`src/rtl/sr_drv_pkg.sv`:
```
// -----------------------------------------------------------------------------
// sr_drv_pkg
//   Shared types and constants for the SR latch driver.
//   - sr_state_t : driver FSM states (CHECK only reachable when the
//                  SR_READBACK_EN macro is defined).
//   - sr_cmd_t   : command encoding (clear / set).
//   - SR_FB_SET / SR_FB_CLR : expected {q_fb, qbar_fb} for a set / cleared latch.
//   - sr_fb_expected() : maps the shadow latch state to its expected readback.
// -----------------------------------------------------------------------------
package sr_drv_pkg;

  typedef enum logic [1:0] {
    IDLE  = 2'd0,
    PULSE = 2'd1,
    DEAD  = 2'd2,
    CHECK = 2'd3
  } sr_state_t;

  typedef enum logic {
    SR_CLR = 1'b0,
    SR_SET = 1'b1
  } sr_cmd_t;

  localparam logic [1:0] SR_FB_SET = 2'b10;
  localparam logic [1:0] SR_FB_CLR = 2'b01;

  function automatic logic [1:0] sr_fb_expected(input logic shadow);
    return shadow ? SR_FB_SET : SR_FB_CLR;
  endfunction

endpackage

```
`src/rtl/sr_latch_driver_if.sv`:
```
// -----------------------------------------------------------------------------
// sr_latch_driver_if
//   Bundles the command handshake, the latch drive pins and the latch readback
//   of the SR latch driver.
//   Signals:
//     cmd_valid, cmd_set   : command from the controller
//     cmd_ready, busy      : driver idle / busy status
//     S, R                 : drive pulses to the external SR latch
//     shadow_q             : driver's record of the latch state
//     q_fb, qbar_fb        : latch Q / Qbar readback
//     fault                : sticky readback mismatch flag
//   Modports:
//     slave  : the driver itself
//     master : its environment (controller plus the latch readback pins)
// -----------------------------------------------------------------------------
interface sr_latch_driver_if;

  logic cmd_valid;
  logic cmd_set;
  logic cmd_ready;
  logic S;
  logic R;
  logic busy;
  logic shadow_q;
  logic q_fb;
  logic qbar_fb;
  logic fault;

  modport slave (
    input  cmd_valid, cmd_set, q_fb, qbar_fb,
    output cmd_ready, S, R, busy, shadow_q, fault
  );

  modport master (
    output cmd_valid, cmd_set, q_fb, qbar_fb,
    input  cmd_ready, S, R, busy, shadow_q, fault
  );

endinterface

```
`src/rtl/sr_pulse_timer.sv`:
```
// -----------------------------------------------------------------------------
// sr_pulse_timer
//   Loadable down-counter shared by the PULSE and DEAD phases.
//   Ports:
//     clk      in  clock, rising edge
//     rst      in  asynchronous active-high reset (counter clears to 0)
//     load     in  load load_val this edge (takes priority over counting)
//     load_val in  value to load; a phase of N cycles loads N-1
//     done     out counter is at zero (last cycle of the current phase)
//   The counter stops at zero and never wraps; it only moves again on a load.
// -----------------------------------------------------------------------------
module sr_pulse_timer #(
  parameter int CNT_W = 3
) (
  input  logic             clk,
  input  logic             rst,
  input  logic             load,
  input  logic [CNT_W-1:0] load_val,
  output logic             done
);

  logic [CNT_W-1:0] cnt_q;
  logic [CNT_W-1:0] cnt_d;

  always_comb begin
    cnt_d = cnt_q;
    if (load) begin
      cnt_d = load_val;
    end else if (cnt_q != '0) begin
      cnt_d = cnt_q - 1'b1;
    end
  end

  always_ff @(posedge clk or posedge rst) begin
    if (rst) begin
      cnt_q <= '0;
    end else begin
      cnt_q <= cnt_d;
    end
  end

  assign done = (cnt_q == '0);

endmodule

```
`src/rtl/sr_latch_driver.sv`:
```
// -----------------------------------------------------------------------------
// sr_latch_driver
//   Converts single-cycle set/clear commands into timed, mutually exclusive
//   S/R drive pulses for an external SR latch and keeps a shadow copy of the
//   latch state.
//   Parameters:
//     PULSE_CYC : cycles S or R is held high per command (>= 1)
//     DEAD_CYC  : cycles S=R=0 after each pulse (>= 0; 0 skips the DEAD phase)
//   Ports:
//     clk : clock, rising edge
//     rst : asynchronous active-high reset
//     bus : sr_latch_driver_if.slave (handshake, S/R, shadow, readback, fault)
//   Build option:
//     SR_READBACK_EN defined : one CHECK cycle after DEAD compares
//       {q_fb,qbar_fb} with the expected value; any mismatch (including X/Z)
//       sets the sticky fault flag until rst.
//     SR_READBACK_EN undefined : no CHECK cycle, readback ignored, fault = 0.
// -----------------------------------------------------------------------------
module sr_latch_driver
  import sr_drv_pkg::*;
#(
  parameter int PULSE_CYC = 4,
  parameter int DEAD_CYC  = 2
) (
  input  logic               clk,
  input  logic               rst,
  sr_latch_driver_if.slave   bus
);

  localparam int CNT_MAX = (PULSE_CYC > DEAD_CYC) ? PULSE_CYC : DEAD_CYC;
  localparam int CNT_W   = $clog2(CNT_MAX + 1);

  // A phase of N cycles is loaded as N-1 and ends on the edge where done=1.
  localparam logic [CNT_W-1:0] PULSE_LOAD = CNT_W'(PULSE_CYC - 1);
  localparam logic [CNT_W-1:0] DEAD_LOAD  = (DEAD_CYC > 0) ? CNT_W'(DEAD_CYC - 1) : '0;

`ifdef SR_READBACK_EN
  localparam sr_state_t AFTER_DEAD = CHECK;
`else
  localparam sr_state_t AFTER_DEAD = IDLE;
`endif

  sr_state_t        state_q, state_d;
  sr_cmd_t          cmd_q, cmd_d;
  logic             s_q, s_d;
  logic             r_q, r_d;
  logic             ready_q, ready_d;
  logic             shadow_q, shadow_d;

  logic             tmr_load;
  logic [CNT_W-1:0] tmr_val;
  logic             tmr_done;

  sr_pulse_timer #(
    .CNT_W (CNT_W)
  ) u_timer (
    .clk      (clk),
    .rst      (rst),
    .load     (tmr_load),
    .load_val (tmr_val),
    .done     (tmr_done)
  );

  // State and output registers. Every drive pin resets to 0 directly, so an
  // asynchronous reset mid-pulse can only take S/R low, never both high.
  always_ff @(posedge clk or posedge rst) begin
    if (rst) begin
      state_q  <= IDLE;
      cmd_q    <= SR_CLR;
      s_q      <= 1'b0;
      r_q      <= 1'b0;
      ready_q  <= 1'b1;
      shadow_q <= 1'b0;
    end else begin
      state_q  <= state_d;
      cmd_q    <= cmd_d;
      s_q      <= s_d;
      r_q      <= r_d;
      ready_q  <= ready_d;
      shadow_q <= shadow_d;
    end
  end

  // Next-state logic. cmd_ready is registered high exactly while in IDLE, so
  // the handshake reduces to cmd_valid there and commands offered while busy
  // are simply not seen.
  always_comb begin
    state_d = state_q;
    unique case (state_q)
      IDLE:    if (bus.cmd_valid) state_d = PULSE;
      PULSE:   if (tmr_done)      state_d = (DEAD_CYC > 0) ? DEAD : AFTER_DEAD;
      DEAD:    if (tmr_done)      state_d = AFTER_DEAD;
      CHECK:                      state_d = IDLE;
      default:                    state_d = IDLE;
    endcase
  end

  // Output / datapath logic. S, R and cmd_ready are registered decodes of the
  // next state, so the pins change only on clock edges and S and R can never
  // both be high: they are decoded from complementary values of cmd_d.
  always_comb begin
    cmd_d    = cmd_q;
    shadow_d = shadow_q;
    tmr_load = 1'b0;
    tmr_val  = PULSE_LOAD;

    if (state_q == IDLE && bus.cmd_valid) begin
      cmd_d    = sr_cmd_t'(bus.cmd_set);
      tmr_load = 1'b1;
      tmr_val  = PULSE_LOAD;
    end

    if (state_q == PULSE && tmr_done) begin
      shadow_d = cmd_q;
      if (DEAD_CYC > 0) begin
        tmr_load = 1'b1;
        tmr_val  = DEAD_LOAD;
      end
    end

    s_d     = (state_d == PULSE) && (cmd_d == SR_SET);
    r_d     = (state_d == PULSE) && (cmd_d == SR_CLR);
    ready_d = (state_d == IDLE);
  end

`ifdef SR_READBACK_EN
  logic fault_q;
  logic fault_d;

  // Written as "match keeps, otherwise set" so an X/Z readback falls into the
  // else branch and raises the fault instead of being silently ignored.
  always_comb begin
    fault_d = fault_q;
    if (state_q == CHECK) begin
      if ({bus.q_fb, bus.qbar_fb} == sr_fb_expected(shadow_q)) begin
        fault_d = fault_q;
      end else begin
        fault_d = 1'b1;
      end
    end
  end

  always_ff @(posedge clk or posedge rst) begin
    if (rst) begin
      fault_q <= 1'b0;
    end else begin
      fault_q <= fault_d;
    end
  end

  assign bus.fault = fault_q;
`else
  // Readback pins stay on the port list but carry no function in this build.
  logic unused_fb;
  assign unused_fb = bus.q_fb ^ bus.qbar_fb;
  assign bus.fault = 1'b0;
`endif

  assign bus.S         = s_q;
  assign bus.R         = r_q;
  assign bus.cmd_ready = ready_q;
  assign bus.busy      = ~ready_q;
  assign bus.shadow_q  = shadow_q;

endmodule
```
`src/flat_wrapper.sv`:
```
// flat-port wrapper written by rule: the top's interface ports become plain ports
module sr_latch_driver_flat import sr_drv_pkg::*;
#(
  parameter int PULSE_CYC = 4,
  parameter int DEAD_CYC  = 2
)
  (clk, rst, bus_cmd_valid, bus_cmd_set, bus_q_fb, bus_qbar_fb, bus_cmd_ready, bus_S, bus_R, bus_busy, bus_shadow_q, bus_fault);
  sr_latch_driver_if bus_i ();
  input  logic clk;
  input  logic rst;
  input wire logic [$bits(bus_i.cmd_valid)-1:0] bus_cmd_valid;
  input wire logic [$bits(bus_i.cmd_set)-1:0] bus_cmd_set;
  input wire logic [$bits(bus_i.q_fb)-1:0] bus_q_fb;
  input wire logic [$bits(bus_i.qbar_fb)-1:0] bus_qbar_fb;
  output wire logic [$bits(bus_i.cmd_ready)-1:0] bus_cmd_ready;
  output wire logic [$bits(bus_i.S)-1:0] bus_S;
  output wire logic [$bits(bus_i.R)-1:0] bus_R;
  output wire logic [$bits(bus_i.busy)-1:0] bus_busy;
  output wire logic [$bits(bus_i.shadow_q)-1:0] bus_shadow_q;
  output wire logic [$bits(bus_i.fault)-1:0] bus_fault;
  assign bus_i.cmd_valid = bus_cmd_valid;
  assign bus_i.cmd_set = bus_cmd_set;
  assign bus_i.q_fb = bus_q_fb;
  assign bus_i.qbar_fb = bus_qbar_fb;
  assign bus_cmd_ready = bus_i.cmd_ready;
  assign bus_S = bus_i.S;
  assign bus_R = bus_i.R;
  assign bus_busy = bus_i.busy;
  assign bus_shadow_q = bus_i.shadow_q;
  assign bus_fault = bus_i.fault;
  sr_latch_driver #(.PULSE_CYC(PULSE_CYC), .DEAD_CYC(DEAD_CYC)) u_core (.clk(clk), .rst(rst), .bus(bus_i));
endmodule
```
`config.mk`:
```
export PLATFORM = sky130hd
export DESIGN_NAME = sr_latch_driver_flat
export DESIGN_NICKNAME = d
export VERILOG_FILES = /design/src/rtl/sr_drv_pkg.sv /design/src/rtl/sr_latch_driver_if.sv /design/src/rtl/sr_pulse_timer.sv /design/src/rtl/sr_latch_driver.sv /design/src/flat_wrapper.sv
export SDC_FILE = /design/constraint.sdc
export NUM_CORES = 1
export LEC_CHECK = 0
export ABC_AREA = 1
export CORE_AREA = 3 3 40 42
export DETAILED_ROUTE_END_ITERATION = 7
export DIE_AREA = 0 0 43 45
export SLEW_MARGIN = 0
export SYNTH_ARGS = -nofsm -noshare
export SYNTH_HDL_FRONTEND = slang
export SYNTH_SLANG_ARGS = --single-unit
```
`constraint.sdc`:
```
create_clock -name clk -period 2.3 [get_ports clk]
set_input_delay 0.23 -clock clk [delete_from_list [all_inputs] [get_ports clk]]
set_output_delay 0.23 -clock clk [all_outputs]
set_load 0.02 [all_outputs]
```
Yosys cells after proc, flatten, opt, wreduce, memory -nomap -nowiden:

Index checks and enable logic that the tools add are counted.

* flip-flop bits (word level): 10
* input port bits: 6
* word-level logic and storage cells: 33

* $add $sub $neg: 1
* equality and inequality tests: 4
* mux-type cells: 10
* bitwise operators: 2
* reduce and logical (&&, ||, !) cells: 9

Operator list (count)
* 2-to-1 mux 2 bit: 4
* one-hot mux 2 bit (4 select lines): 1
* 2-to-1 mux 3 bit: 2
* equality test 2 x 1 -> 1 bit, second input constant: 2
* equality test 2 bit, second input constant: 2
* logical AND 1 bit: 4
* zero test 2 bit: 2
* zero test 3 bit: 1
* 2-to-1 mux 1 bit: 3
* nonzero test 3 bit: 1
* subtractor 3 x 1 -> 3 bit, second input constant: 1
* NOT 1 bit: 2
* nonzero test 2 bit: 1

Logic depth before layout (Yosys ltp):

Gate-level depths: netlist of the first run.

* word-level depth: 5
* mapped depth: 7
* depth with buffers taken out: 7

Cells and area by module:

From an unflattened synthesis of the first run, not the netlist that was laid out.

* cells, all modules: 71
* area total of the unflattened synthesis: 544.3 µm²

By module, submodules not included
* sr_latch_driver: instances 1, cells an instance 38, area each 332.8 µm²
* sr_pulse_timer: instances 1, cells an instance 33, area each 211.5 µm²

Worst setup path before layout of the first run:

OpenSTA, ideal clock, no wires.

* path kind: reg-to-reg
* start: register u_core.u_timer.cnt_q[0]
* end: register u_core.r_q (netlist: u_core.bus.R)
* setup time: 0.120 ns
* arrival time: 0.981 ns
* required time: 2.180 ns
* setup slack: 1.199 ns
* cell stages (with the launch flop): 8
* clock period less this slack: 1.101 ns
* cell sequence: dfrtp_1 inv_1 ha_1 inv_1 nor2_4 nor2_1 nor2_1 nor2_1

* cells in the longest elaborated chain, start to end: 5
* elaborated cells between the ends (all ways): 6
* classes of those cells: 1 x eq/ne; 3 x mux; 2 x reduce/logical

Ends and longest elaborated chain
* start: declaration: RTL line sr_pulse_timer.sv:22 `logic [CNT_W-1:0] cnt_q;`
* start signal: assignment: RTL line sr_pulse_timer.sv:38 `cnt_q <= cnt_d;`
* zero test 3 bit *: RTL line sr_pulse_timer.sv:42 `assign done = (cnt_q == '0);`
* 2-to-1 mux 2 bit (on tied branches): RTL line sr_latch_driver.sv:92, sr_latch_driver.sv:91
* one-hot mux 2 bit (4 select lines) *: RTL line sr_latch_driver.sv:89 `unique case (state_q)`
* equality test 2 x 1 -> 1 bit *: RTL line sr_latch_driver.sv:122 `r_d = (state_d == PULSE) && (cmd_d == SR_CLR);`
* logical AND 1 bit *: RTL line sr_latch_driver.sv:122
* via u_core.r_d: RTL line sr_latch_driver.sv:46 `logic r_q, r_d;`
* end signal: assignment: RTL line sr_latch_driver.sv:78 `r_q <= r_d;`
* end: declaration: RTL line sr_latch_driver.sv:46

The timed path passes the listed nets; every way through them passes the cells marked *.
A chain may end at the register's enable or synchronous reset.

Worst setup path in the final report of the first run:

* start: register u_core.ready_q (netlist: u_core.bus.cmd_ready)
* end: output bus_cmd_ready

RTL lines
* start: declaration: RTL line sr_latch_driver.sv:47 `logic ready_q, ready_d;`
* start signal: assignment: RTL line sr_latch_driver.sv:79 `ready_q <= ready_d;`
* end: declaration: RTL line flat_wrapper.sv:15 `output wire logic [$bits(bus_i.cmd_ready)-1:0] bus_cmd_ready;`

No word-level cell between the ends.

==> flow_summary.ini, run 1 <==
[run_status]
status = complete, no violations

[final_layout]
fillCellCount = 128
seq_area_um2 = 251
num_antenna_cells = 0
multi_input_area_um2 = 205
final_cell_mix = 9 x inv_1, 9 x dfrtp_1, 8 x clkdlybuf4s50_1, 7 x nor2_1
fin_nets = 77
area_delta_synth_final_pct = 25.4
drive_above_1_share_pct = 22.1
finalInstanceArea_um2 = 629
utilization_pct = 49.0

[sta]
hold_viol_final = 0
fmax_ghz = 0.621
fin_ws_ps = 690
finalCriticalPeriod_ps = 1610
slew_violations = 0
rsz0062_at_grt = no
finalCritPeriodShare_pct = 70.0
fin_skew_ps = 0.518
finalSetupViolations = 0
tns_ps = 0

[critical_path]
worst_path_max_delay_cell = clkdlybuf4s50_1
crit_chain = clkdlybuf4s50_1
required_ps = 2070
arrival_ps = 1380
end_kind = output port
path_class = flip-flop to output port
cp_max_fo = 2
crit_buf_inv = 1
start_kind = flip-flop
critPathTopFamily = buffers and inverters
cp_slowest_stage_delay_ps = 590

[floorplanning]
core_area_mm2 = 0.00128
start_util_pct = 39.0
dieWidth_um = 43
die_area_mm2 = 0.00194
die-height_um = 45
io_pins = 12
rows = 13

[clock_tree]
cts_buffer_depth = 2
post_cts_resized = 0
numCtsBuffers = 3
clk_latency_ps = 260
cts_tree = built
postCtsSetupBuffers = 0
hold_buffers = 0
clockRootBuffer = clkbuf_4
htree_num_levels = 1
clk_pin_slew_ps = 70
cts.sinks = 10

[logic_synthesis]
syn_avg_cell_area_um2 = 8.80
yosys_register_bits = 10
ys_warn_count = 0
syn_nets = 65
ys_types = 20
synth_cells = 57
synth_area_um2 = 502
yosysSeqAreaShare_pct = 50.1

[drt]
dr.pass1.iters = 2
vias_per_cell = 4.47
drc = 0
vias = 371
routedWlPerCell_um = 10.1
drtAntennaViolNets = 0
routed_wl_um = 841
first_iter_violations = 8

[power]
powerDensity_mw_per_mm2 = 1510
p_total_uw = 950
peakVddDrop_mv = 0.622
power_leakage_nw = 0.313

[placement]
dpl_cell_area_um2 = 593
dp_hpwl_um = 647
numPortBuffers = 8
place_ws_ps = 973
gp_congestion = 0.694

[global_route]
grt_antenna_before_repair = 0
grt_pass1_wl_um = 1500
grt_pass1_vias = 367
grt_max_degree = 11
grt_overflow = 0
grt_use_total_pct = 11.0

[hold_path]
holdCritPathClass = primary input to async pin

[run]
maxCapViolations = 0
[layout make-up]
type                    instances  share of cell area [%]
inverters                      10                    5.96
repair buffers                  8                    12.7
clock buffers                   4                    5.77
multi-input cells              36                    32.6
well taps                      15                    2.98
flip-flops and latches         10                    40.0
[power breakdown]
part,internal [mW],switching (mW)
clock,0.0961,0.0630
sequential,0.268,0.0504
combinational,0.198,0.275
[worst paths after layout]
kind	start	endpoint	slack, ps	cells past startpoint
min	rst	u_core.state_q[0]	240	2
min in group clk	u_core.cmd_q	u_core.cmd_q	500	2
max in group asynchronous	rst	u_core.bus.cmd_ready	1750	2
max	u_core.bus.cmd_ready	bus_cmd_ready	690	1
max reg2reg	u_core.u_timer.cnt_q[0]	u_core.bus.R	1040	7
min reg2reg	u_core.cmd_q	u_core.cmd_q	500	2
[worst reg2reg max path: cells and delay by family, from the launching register on]
family | cells | cell delay (ps)
adder cells (fa/ha/maj) | 1 | 180
AND/OR/NAND/NOR | 4 | 440
flip-flops | 1 | 360
buffers and inverters | 2 | 180
[logic make-up (layout without fill, tap and decap cells)]
kind of cell / after synthesis / count (layout) / share of synthesized area, %
AO/OA/AOI/OAI: 2 / 2 / 1.99
XOR/XNOR: 2 / 2 / 3.49
adder cells (fa/ha/maj): 2 / 2 / 4.99
buffers and inverters: 11 / 22 / 8.98
flip-flops: 10 / 10 / 50.1
other: 1 / 1 / 0.747
AND/OR/NAND/NOR: 29 / 29 / 29.7
[cell usage after synthesis (all sizes together)]
cell,number,area [um^2]
nand2,12,60.1
inv,10,37.5
nor2,10,50.1
dfrtp,9,225
nand3,4,20.0
ha,2,25.0
o21ai,2,10.0
buf,1,7.51
conb,1,3.75
dfstp,1,26.3
nand3b,1,7.51
nor3,1,5.00
or2,1,6.26
xnor2,1,8.76
xor2,1,8.76
[sequential cells by signal, indices dropped and copies added, names as in the netlist]
name,count
u_core.cmd_q,1
u_core.u_timer.cnt_q,3
u_core.bus.S,1
u_core.bus.cmd_ready,1
u_core.bus.R,1
u_core.state_q,2
u_core.bus.shadow_q,1
[layer usage]
layer	up-vias	routed length [um]	track usage, %
met4	0	23	9.04
li1	192	-	-
met3	4	29	3.59
met1	168	394	12.5
met5	-	0	0
met2	7	394	17.1
[per-stage QoR]
step | hold WS [ps] | std cells
finish | 237 | 83
global route | 279 | 83
detailed placement | 482 | 79
CTS | 256 | 83
global placement | 481 | 79
floorplan | 69.5 | 57
(Power assumes the default switching activity.)
==> inputs of run 2 (changes only) <==
Settings changed: PLACE_DENSITY set to 0.66.
Clock period 2.3 ns to 1.45 ns, I/O delays scaled along.
==> run 2 against run 1 <==
Count of clock-buffer cells in the layout did not move; setup slack got worse by 610 ps; combinational power rose by 54%; critical path type unchanged; clock power rose by 26%; die area did not move; cell count did not move; clock skew rose by 9.2 ps; non-clock buffer count did not move; global-route usage fell by 0.67 points; sequential power rose by 59%; register-to-register slack got worse by 840 ps.
==> flow_summary.ini, run 2 (synthesis gave the netlist of run 1 again) <==
[run_status]
status = complete, no violations

[drt]
vias_per_cell = 4.25
routed_wl_um = 788
drc = 0
first_iter_violations = 6
dr.pass1.iters = 4
routedWlPerCell_um = 9.49
drtAntennaViolNets = 0
vias = 353

[global_route]
grt_antenna_before_repair = 0
grt_pass1_vias = 351
grt_overflow = 0
grt_max_degree = 11
grt_pass1_wl_um = 1410
grt_use_total_pct = 10.4

[final_layout]
fin_nets = 77
num_antenna_cells = 0
finalInstanceArea_um2 = 617
final_cell_mix = 9 x inv_1, 9 x dfrtp_1, 7 x nor2_1
largest_reg_flops = 3
area_delta_synth_final_pct = 22.9
reg.largest.list = u_core.u_timer.cnt_q (3), u_core.state_q (2)
drive_above_1_share_pct = 20.6
regMostFlops = u_core.u_timer.cnt_q

[placement]
gp_congestion = 0.702
numPortBuffers = 8
dp_hpwl_um = 641
dpl_cell_area_um2 = 593

[critical_path]
crit_chain = clkdlybuf4s50_1
required_ps = 1310
end_kind = output port
reg2regPathDepth = 7
r2r-end = u_core.bus.R
arrival_ps = 1220
crit_buf_inv = 1
cp_max_fo = 2
start_kind = flip-flop
r2r_start = u_core.u_timer.cnt_q[0]
reg2reg_slack_ps = 200
path_class = flip-flop to output port
cp_slowest_stage_delay_ps = 610
critPathTopFamily = buffers and inverters
worst_path_max_delay_cell = clkdlybuf4s50_1

[sta]
slew_violations = 0
tns_ps = 0
worst_hold_slack_ps = 143
fmax_ghz = 0.731
fin_skew_ps = 9.73
finalCritPeriodShare_pct = 94.4
rsz0062_at_grt = no
finalSetupViolations = 0
hold_viol_final = 0
finalCriticalPeriod_ps = 1370

[floorplanning]
dieWidth_um = 43
core_area_mm2 = 0.00128
die-height_um = 45
die_area_mm2 = 0.00194
rows = 13
io_pins = 12
start_util_pct = 39.0

[power]
power_leakage_nw = 0.310
powerDensity_mw_per_mm2 = 2320
peakVddDrop_mv = 0.777

[clock_tree]
cts.sinks = 10
cts_buffer_depth = 2
clockRootBuffer = clkbuf_4
htree_num_levels = 1
clk_latency_ps = 270
post_cts_resized = 2
postCtsSetupBuffers = 0
hold_buffers = 0
numCtsBuffers = 3
cts_tree = built
clk_pin_slew_ps = 70

[run]
maxCapViolations = 0

[hold_path]
holdCritPathClass = primary input to async pin
## run 2: final cells by class
type / instances / area, um^2
clock buffer: 4 / 26.3
fill: 128 / 668
inverter: 10 / 37.5
multi-input combinational: 36 / 205
sequential: 10 / 251
tap: 15 / 18.8
timing repair buffer: 8 / 77.6
## run 2: worst max path at each step
stage,startpoint,endpoint,slack [ps],cells past startpoint
6_report,u_core.bus.shadow_q,bus_shadow_q,80,1
5_1_grt,u_core.bus.shadow_q,bus_shadow_q,30,1
4_1_cts,u_core.bus.shadow_q,bus_shadow_q,80,1
3_5_place_dp,bus_cmd_valid,u_core.bus.S,180,5
3_3_place_gp,bus_cmd_valid,u_core.bus.R,210,5
2_1_floorplan,u_core.u_timer.cnt_q[0],u_core.bus.R,350,7
## run 2: power breakdown
group | switching (mW) | internal, mW | leakage [nW]
sequential | 0.0798 | 0.426 | 0.122
clock | 0.0936 | 0.106 | 0.0150
combinational | 0.434 | 0.293 | 0.173
## run 2: per-layer routing
layer	track usage, %	wire [um]	vias up
met3	3.59	33	2
li1	-	-	192
met1	13.0	377	152
met2	15.0	357	7
met5	0	0	-
met4	7.23	19	0
## run 2: metrics by stage
| step | std cells | setup slack [ps] | power, mW | utilization, % |
|---|---|---|---|---|
| final | 83 | 81.7 | 1.43 | 48.0 |
| after global routing | 83 | 33.7 | 1.59 | 48.0 |
| after CTS | 83 | 79.4 | 1.45 | 48.0 |
| after detailed placement | 79 | 184 | 1.27 | 46.2 |
| after global placement | 79 | 211 | 1.25 | 46.2 |
| after floorplan | 57 | 349 | 1.05 | - |
